===== src/rtl/dmem_arb_pkg.sv =====
// Shared types for the dmem arbiter: FSM state encoding and port index type.
package dmem_arb_pkg;

  typedef enum logic [1:0] {
    IDLE = 2'd0,
    OWN0 = 2'd1,
    OWN1 = 2'd2
  } arb_state_t;

  localparam int NUM_PORTS = 2;

  typedef logic port_idx_t;

  // Ownership state that corresponds to granting a given port.
  function automatic arb_state_t own_state(input port_idx_t p);
    return p ? OWN1 : OWN0;
  endfunction

endpackage


===== src/rtl/dmem_arbiter_rr_select.sv =====
// Round-robin grant selection with bounded hold time. Purely combinational:
// the caller owns the state, last-granted and hold-count flops.
module rr_select
  import dmem_arb_pkg::*;
#(
  parameter int MAX_HOLD = 4
) (
  input  logic       i_req0,
  input  logic       i_req1,
  input  arb_state_t i_state,
  input  port_idx_t  i_last,
  input  logic [3:0] i_hold_cnt,
  output port_idx_t  o_gnt_idx,
  output logic       o_gnt_valid,
  output arb_state_t o_state_next
);

  port_idx_t w_owner;
  logic      w_own_req;
  logic      w_oth_req;

  assign w_owner   = (i_state == OWN1);
  assign w_own_req = w_owner ? i_req1 : i_req0;
  assign w_oth_req = w_owner ? i_req0 : i_req1;

  // Pick the grant for this cycle and the state that follows from it.
  always_comb begin
    o_gnt_idx   = 1'b0;
    o_gnt_valid = 1'b0;
    unique case (i_state)
      OWN0, OWN1: begin
        if (w_own_req) begin
          o_gnt_valid = 1'b1;
          // The owner gives way only once it has used up its hold budget
          // and the other side is actually waiting.
          if (w_oth_req && (i_hold_cnt >= 4'(MAX_HOLD)))
            o_gnt_idx = ~w_owner;
          else
            o_gnt_idx = w_owner;
        end else if (w_oth_req) begin
          o_gnt_valid = 1'b1;
          o_gnt_idx   = ~w_owner;
        end
      end
      default: begin
        // IDLE: contention goes to whoever was not granted most recently.
        if (i_req0 && i_req1) begin
          o_gnt_valid = 1'b1;
          o_gnt_idx   = ~i_last;
        end else if (i_req0) begin
          o_gnt_valid = 1'b1;
          o_gnt_idx   = 1'b0;
        end else if (i_req1) begin
          o_gnt_valid = 1'b1;
          o_gnt_idx   = 1'b1;
        end
      end
    endcase
    o_state_next = o_gnt_valid ? own_state(o_gnt_idx) : IDLE;
  end

endmodule


===== src/rtl/dmem_arbiter.sv =====
// Two-port arbiter in front of a single-port data memory: port 0 is the core,
// port 1 the loader/DMA. Grants are combinational, read data returns one
// cycle after the grant. Optional per-port grant and conflict counters are
// built when DMEM_ARB_PERF_EN is defined.
module dmem_arbiter
  import dmem_arb_pkg::*;
#(
  parameter int MAX_HOLD = 4,
  parameter int AW       = 32,
  parameter int DW       = 32
) (
  input  logic          clk,
  input  logic          reset,
  input  logic          req0,
  input  logic          req1,
  input  logic          we0,
  input  logic          we1,
  input  logic [AW-1:0] addr0,
  input  logic [AW-1:0] addr1,
  input  logic [DW-1:0] wdata0,
  input  logic [DW-1:0] wdata1,
  output logic          gnt0,
  output logic          gnt1,
  output logic          rvalid0,
  output logic          rvalid1,
  output logic [DW-1:0] rdata,
  output logic          mem_we,
  output logic [AW-1:0] mem_a,
  output logic [DW-1:0] mem_wd,
  input  logic [DW-1:0] mem_rd
`ifdef DMEM_ARB_PERF_EN
  ,
  output logic [31:0]   gnt_cnt0,
  output logic [31:0]   gnt_cnt1,
  output logic [31:0]   conflict_cnt
`endif
);

  arb_state_t r_state;
  arb_state_t w_state_next;
  port_idx_t  r_last;
  logic [3:0] r_hold_cnt;
  logic [3:0] w_hold_next;
  port_idx_t  w_gnt_idx;
  logic       w_gnt_valid;
  logic       w_gnt0;
  logic       w_gnt1;
  logic       r_rvalid0;
  logic       r_rvalid1;
  logic [DW-1:0] r_rdata;

  rr_select #(.MAX_HOLD(MAX_HOLD)) u_rr_select (
    .i_req0       (req0),
    .i_req1       (req1),
    .i_state      (r_state),
    .i_last       (r_last),
    .i_hold_cnt   (r_hold_cnt),
    .o_gnt_idx    (w_gnt_idx),
    .o_gnt_valid  (w_gnt_valid),
    .o_state_next (w_state_next)
  );

  // Grants are suppressed during reset so nothing reaches memory that cycle.
  assign w_gnt0 = w_gnt_valid & ~w_gnt_idx & ~reset;
  assign w_gnt1 = w_gnt_valid &  w_gnt_idx & ~reset;

  // Hold counter: restart on a new owner, saturate while the owner keeps it.
  always_comb begin
    w_hold_next = 4'd0;
    if (w_gnt_valid) begin
      if ((r_state == IDLE) || (w_state_next != r_state))
        w_hold_next = 4'd1;
      else if (r_hold_cnt < 4'(MAX_HOLD))
        w_hold_next = r_hold_cnt + 4'd1;
      else
        w_hold_next = r_hold_cnt;
    end
  end

  // State register with ownership, last-granted port and hold count.
  always_ff @(posedge clk) begin
    if (reset) begin
      r_state    <= IDLE;
      r_last     <= 1'b1;
      r_hold_cnt <= 4'd0;
    end else begin
      r_state    <= w_state_next;
      r_hold_cnt <= w_hold_next;
      if (w_gnt_valid)
        r_last <= w_gnt_idx;
    end
  end

  // Output mux: route the granted port onto the memory interface.
  always_comb begin
    mem_a  = '0;
    mem_wd = '0;
    mem_we = 1'b0;
    if (w_gnt0) begin
      mem_a  = addr0;
      mem_wd = wdata0;
      mem_we = we0;
    end else if (w_gnt1) begin
      mem_a  = addr1;
      mem_wd = wdata1;
      mem_we = we1;
    end
  end

  // Read return: capture memory data one cycle after a granted read.
  always_ff @(posedge clk) begin
    if (reset) begin
      r_rvalid0 <= 1'b0;
      r_rvalid1 <= 1'b0;
      r_rdata   <= '0;
    end else begin
      r_rvalid0 <= w_gnt0 & ~we0;
      r_rvalid1 <= w_gnt1 & ~we1;
      if ((w_gnt0 & ~we0) | (w_gnt1 & ~we1))
        r_rdata <= mem_rd;
    end
  end

  assign gnt0    = w_gnt0;
  assign gnt1    = w_gnt1;
  assign rvalid0 = r_rvalid0;
  assign rvalid1 = r_rvalid1;
  assign rdata   = r_rdata;

`ifdef DMEM_ARB_PERF_EN
  logic [31:0] r_gnt_cnt0;
  logic [31:0] r_gnt_cnt1;
  logic [31:0] r_conflict_cnt;

  // Free-running wrap-around counters of grants and contention cycles.
  always_ff @(posedge clk) begin
    if (reset) begin
      r_gnt_cnt0     <= '0;
      r_gnt_cnt1     <= '0;
      r_conflict_cnt <= '0;
    end else begin
      if (w_gnt0)
        r_gnt_cnt0 <= r_gnt_cnt0 + 32'd1;
      if (w_gnt1)
        r_gnt_cnt1 <= r_gnt_cnt1 + 32'd1;
      if (req0 && req1)
        r_conflict_cnt <= r_conflict_cnt + 32'd1;
    end
  end

  assign gnt_cnt0     = r_gnt_cnt0;
  assign gnt_cnt1     = r_gnt_cnt1;
  assign conflict_cnt = r_conflict_cnt;
`endif

endmodule


===== config.mk =====
export PLATFORM = sky130hd
export DESIGN_NAME = dmem_arbiter
export DESIGN_NICKNAME = d
export VERILOG_FILES = /design/src/rtl/dmem_arb_pkg.sv /design/src/rtl/dmem_arbiter_rr_select.sv /design/src/rtl/dmem_arbiter.sv
export SDC_FILE = /design/constraint.sdc
export NUM_CORES = 1
export LEC_CHECK = 0
export ABC_AREA = 0
export CAP_MARGIN = 40
export CORE_MARGIN = 2
export CORE_UTILIZATION = 25
export DETAILED_ROUTE_END_ITERATION = 16
export HOLD_SLACK_MARGIN = 0.06
export PLACE_DENSITY = 0.71
export SYNTH_ARGS = -nofsm -noshare
export SYNTH_HDL_FRONTEND = slang
export SYNTH_SLANG_ARGS = --single-unit
export TNS_END_PERCENT = 5

===== constraint.sdc =====
create_clock -name clk -period 2.9 [get_ports clk]
set_clock_uncertainty 0.2 [all_clocks]
set_input_delay 0.58 -clock clk [delete_from_list [all_inputs] [get_ports clk]]
set_output_delay 0.58 -clock clk [all_outputs]
set_load 0.02 [all_outputs]

## After elaboration in Yosys (flattened, before gate mapping)

Index checks and enable logic that the tools add are counted.

- Register bits after elaboration: 41
- Input port bits: 166
- Output and inout port bits: 101
- Logic and storage cells: 59

- $add $sub $neg: 1
- Magnitude comparators: 2
- Eq/ne operators: 3
- Mux-type cells: 24
- Bitwise logic cells: 14
- Reduce and logical (&&, ||, !) cells: 8

Operator list:

| cell | count |
|---|---|
| $mux 32 | 4 |
| $mux 1 | 18 |
| $not 1->1 | 7 |
| $and 1x1->1 | 6 |
| $add 4x1->4 const B | 1 |
| $ge 4x3->1 const B | 1 |
| $lt 4x3->1 const B | 1 |
| $mux 2 | 2 |
| $reduce_or 2->1 | 2 |
| $reduce_or 3->1 | 1 |
| $eq 2x1->1 const B | 1 |
| $eq 2x2->1 const B | 1 |
| $logic_and 1x1->1 | 2 |
| $logic_not 2->1 | 1 |
| $ne 2x2->1 | 1 |
| $reduce_bool 2->1 | 1 |
| $logic_or 1x1->1 | 1 |
| $or 1x1->1 | 1 |

## Longest topological paths before layout

- Depth after elaboration: 11
- Gate-level depth with buffers: 8
- Depth with buffers taken out: 6

## Cells and area by module

From an unflattened synthesis, not the netlist that was laid out.

- Cells, all modules: 274
- Area total of the unflattened synthesis: 2364.8 sq um

Modules (own cells, without submodules):

| module | times used | cells an instance | area an instance (sq um) | seq. area each (sq um) |
|---|---|---|---|---|
| dmem_arbiter | 1 | 260 | 2257.2 | 820.8 |
| rr_select | 1 | 14 | 107.6 | 0.0 |

## Worst setup path before layout

No wires, ideal clock.

- Path type: register to output
- Start: register r_state[0]
- End: output mem_a[0]
- Data arrival time: 2106 ps
- Required time: 2120 ps
- Setup slack: 14 ps
- Cell stages (with the launch flop): 9
- Path buffers: 2
- Cell sequence: dfxtp_1 -> inv_1 -> ha_1 -> or3_4 -> a31o_2 -> a211oi_2 -> buf_4 -> buf_6 -> a22o_1

- Longest elaborated chain between the ends: 10
- Elaborated cells between the ends (all ways): 21
- Those cells by class: 2 x eq/ne; 11 x mux; 6 x bitwise; 2 x reduce/logical

Ends and longest elaborated chain:

| item | line | RTL |
|---|---|---|
| start: declaration | dmem_arbiter.sv:39 | `arb_state_t r_state;` |
| start signal: assignment | dmem_arbiter.sv:87 | `r_state <= w_state_next;` |
| $eq 2x2->1 | dmem_arbiter_rr_select.sv:22, dmem_arbiter_rr_select.sv:30 |  |
| $mux 1 | dmem_arbiter_rr_select.sv:24 | `assign w_oth_req = w_owner ? i_req0 : i_req1;` |
| $logic_and 1x1->1 | dmem_arbiter_rr_select.sv:36 | `if (w_oth_req && (i_hold_cnt >= 4'(MAX_HOLD)))` |
| $mux 1 | dmem_arbiter_rr_select.sv:36 |  |
| $mux 1 | dmem_arbiter_rr_select.sv:32 | `if (w_own_req) begin` |
| $mux 1 | dmem_arbiter_rr_select.sv:30 | `unique case (i_state)` |
| $and 1x1->1 or $not 1->1 (tied branches) | dmem_arbiter.sv:65, dmem_arbiter.sv:64 |  |
| $and 1x1->1 (on tied branches) | dmem_arbiter.sv:65, dmem_arbiter.sv:64 |  |
| $mux 32 or $and 1x1->1 (tied branches) | dmem_arbiter.sv:103, dmem_arbiter.sv:64 |  |
| $mux 32 * | dmem_arbiter.sv:99 | `if (w_gnt0) begin` |
| end: declaration | dmem_arbiter.sv:28 | `output logic [AW-1:0] mem_a,` |

Every way passes the cells marked *; elsewhere a longest branch is shown, timed or not.

## Final worst setup path

- Start: register r_state[0]
- End: output mem_a[25]

The elaborated chain is that of the path after synthesis.

==> metrics.md <==
| Metric | Value |
|---|---|
| Count of pins on the block boundary | 267 |
| Worst setup slack after layout | -0.274 ns |
| Crit path DAT | 2.39 ns |
| Max VDD drop | 0.000220 V |
| Number of vias per cell after detailed routing | 4.69 |
| Worst Path Max Fanout | 22 |
| Dominant cells by area after synthesis | dfxtp_1 (32%), a22o_1 (22%), nand2b_1 (16%) |
| Type of the tightest min-delay check | reg -> reg |
| Total power density per cell area | 333 nW/um2 |
| Max Root-Sink Buffers | 2 |
| Clock tree from TritonCTS | yes |
| Port buffer count | 266 |
| Max Clk Rate | 0.315 GHz |
| Setup TNS Final | -14.22 ns |
| Wire length of the first global-routing pass | 18200 um |
| Number of synthesized flops with an enable pin | 0 |
| Number of max-slew violations in the final report | 0 |
| Logic depth of the worst register-to-register path | 8 |
| CTS sink cnt | 41 |
| Setup repair after global routing missed its margin | true |
| Proportion of synthesized chip area in sequential cells | 0.316 |
| HPWL after DPL | 9630 um |
| CTS Root Buffer Type | clkbuf_8 |
| Count of cell types in the netlist | 34 |
| Initial drt markers | 181 |
| Max-cap violations | 0 |
| WL/cell | 17.7 um |
| Vertical extent of the die | 106 um |
| Outcome | finished, violations left |
| Maximum number of pins on one net before global-route repair | 69 |
| Hold-fix buffers at CTS | 0 |
| Global placer's final weighted congestion | 0.841 |
| Minimum clock period | 3.17 ns |
| Global Route Usage Sum | 0.206 |
| Total power | 1.97 mW |
| Number of nets in the synthesized netlist | 447 |
| Pin slew with the least headroom to its limit | 0.471 ns |
| Critical setup path kind | reg -> out |
| Kind of start point of the critical path | flop |
| Dominant cell type by area after synthesis | dfxtp_1 |
| Finish-stage setup viols | 66 |
| Number of detailed-route iterations in the first pass | 4 |
| Synth warnings | 0 |
| Synthesis-to-layout area growth | 128% |
| Nets | 727 |
| Post-detailed-routing wire length | 12300 um |
| Synth Area per Inst | 9.34 um2 |
| Die outline area | 11200 um2 |
| Register bit total from synthesis | 41 |
| Hold Path Stages | 2 |
| Starting density of the core | 0.255 |
| DRC errors left | 0 |
| Mapped Cells | 278 |
| Normalized max-slew margin | 0.686 |
| Remaining global-route overflow | 0 |
| Violated checks | negative setup slack |
| Fraction of synthesized cell area taken by the top area cell type | 0.316 |
| Post-synthesis cell area | 2600 um2 |
| Placement Rows | 37 |
| Via count | 3262 |
| Die outline width | 106 um |
| Static Leak | 2.47 nW |
| Clock transition time at the flip-flop clock pins of the worst setup and hold paths | 0.08 ns |
| Number of global-route vias before repair | 3289 |
| Fraction of layout cells with a size suffix above 1 | 0.220 |
| Number of antenna violations at the first check in global routing | 1 |
| Area of placed instances | 5530 um2 |
| Placeable Area | 10200 um2 |
| Required time of the critical path | 2.12 ns |
| Clock latency on the worst-skew pair | 0.28 ns |
| Top FF cell, synth | dfxtp_1 |
| Fin crit share | 1.09 |
| Final Hold Violating Endpoints | 0 |
| Proportion of register bits with asynchronous set or reset after synthesis | 0 |
| Depth of the CTS H-tree | 2 |
| Final ANT Viol Nets | 0 |
| WHS | 0.276 ns |
| Area of all placed cells without fillers | 5920 um2 |
| Number of clock buffers inserted by TritonCTS | 5 |
| Kind of end point of the critical path | output pin |
## area by class of cell
| class | count | area, um2 |
|---|---|---|
| Fill cell | 883 | 4270 |
| Timing Repair Buffer | 300 | 3120 |
| Multi-Input combinational cell | 205 | 1690 |
| Sequential cell | 41 | 823 |
| Tap cell | 136 | 170 |
| Clock buffer | 6 | 82.6 |
| Inverter | 5 | 18.8 |
| Clock inverter | 1 | 7.51 |
| Antenna cell | 1 | 2.50 |
## cells in the final DEF, fill, tap and decap left out, types with 3 or more instances in the layout
master and count:
inv_1 4, dfxtp_1 39, nor2_1 4, clkdlybuf4s50_1 198, buf_12 5, a22o_1 63, nand2b_1 65, clkbuf_8 6
mux2i_1 33, buf_6 68, buf_4 22, a21oi_1 3
## power by group
| group | switching, mW | leakage (nW) | internal (mW) |
|---|---|---|---|
| clock | 0.192 | 0.0433 | 0.188 |
| sequential | 0.0241 | 0.338 | 0.608 |
| combinational | 0.396 | 2.09 | 0.561 |
## through the flow
| stage | utilization | setup slack, ns | cells |
|---|---|---|---|
| 4_1_cts | 0.578 | -0.302 | 694 |
| 5_1_grt | 0.581 | -0.371 | 695 |
| 2_1_floorplan | - | 0.0142 | 278 |
| 3_5_place_dp | 0.543 | -0.517 | 678 |
| 3_3_place_gp | 0.543 | -0.441 | 678 |
| 6_report | 0.581 | -0.274 | 695 |
## per-layer routing
layer | part of all wire | track usage | vias to the layer above
li1 | - | - | 1584
met1 | 0.39 | 0.238 | 1518
met2 | 0.51 | 0.377 | 147
met3 | 0.089 | 0.0576 | 13
met4 | 0.018 | 0.0479 | 0
met5 | 0 | 0 | -
## cell families (layout without fill, tap and decap cells)
family          count (synthesis)  in the layout  synth area share
compound gates                 84             84             0.276
simple gates                   83             83             0.197
flops                          41             41             0.316
mux                            33             33             0.127
buf+inv                        32            312            0.0621
fa+ha+maj                       3              3            0.0145
xor+xnor                        2              2           0.00674
other cells                     0              1                 0
## cells in the mapped netlist, types with 2 or more instances
cell	number
mux2i_1	33
nor3b_1	2
ha_1	3
a2111oi_0	2
nor2b_1	2
dfxtp_1	41
a21oi_1	3
a22o_1	65
or3_1	2
o21ai_0	2
xor2_1	2
buf_2	12
nand2b_1	65
buf_6	3
nor3_1	2
clkbuf_1	11
a211oi_1	2
inv_1	5
a31oi_1	2
nor2_1	5
## sequential cells by signal, summed over array words and instances (netlist names)
name / flops
r_hold_cnt: 4
r_last: 1
r_state: 2
rdata: 32
rvalid0: 1
rvalid1: 1
## final timing paths
kind	from	to	slack, ns
max	r_state[0]	mem_a[25]	-0.27
min	rdata[18]	rdata[18]	0.28
max reg2reg	r_state[1]	r_hold_cnt[1]	0.40
min reg2reg	rdata[18]	rdata[18]	0.28
## worst max-delay path, stage by stage, from the launching register on
cell	delay (ns)
dfxtp_2	0.34
inv_2	0.05
ha_4	0.15
or3_4	0.33
a31o_4	0.24
a211oi_4	0.32
buf_4	0.18
buf_12	0.15
a22o_1	0.20
buf_6	0.13
## timing repair
action	4_1_cts	5_1_grt
pin swaps	60	5
setup endpoints to repair	67	67
buffers inserted	6	1
resized for setup	403	10
gates cloned	3	1
(Power assumes the default switching activity.)
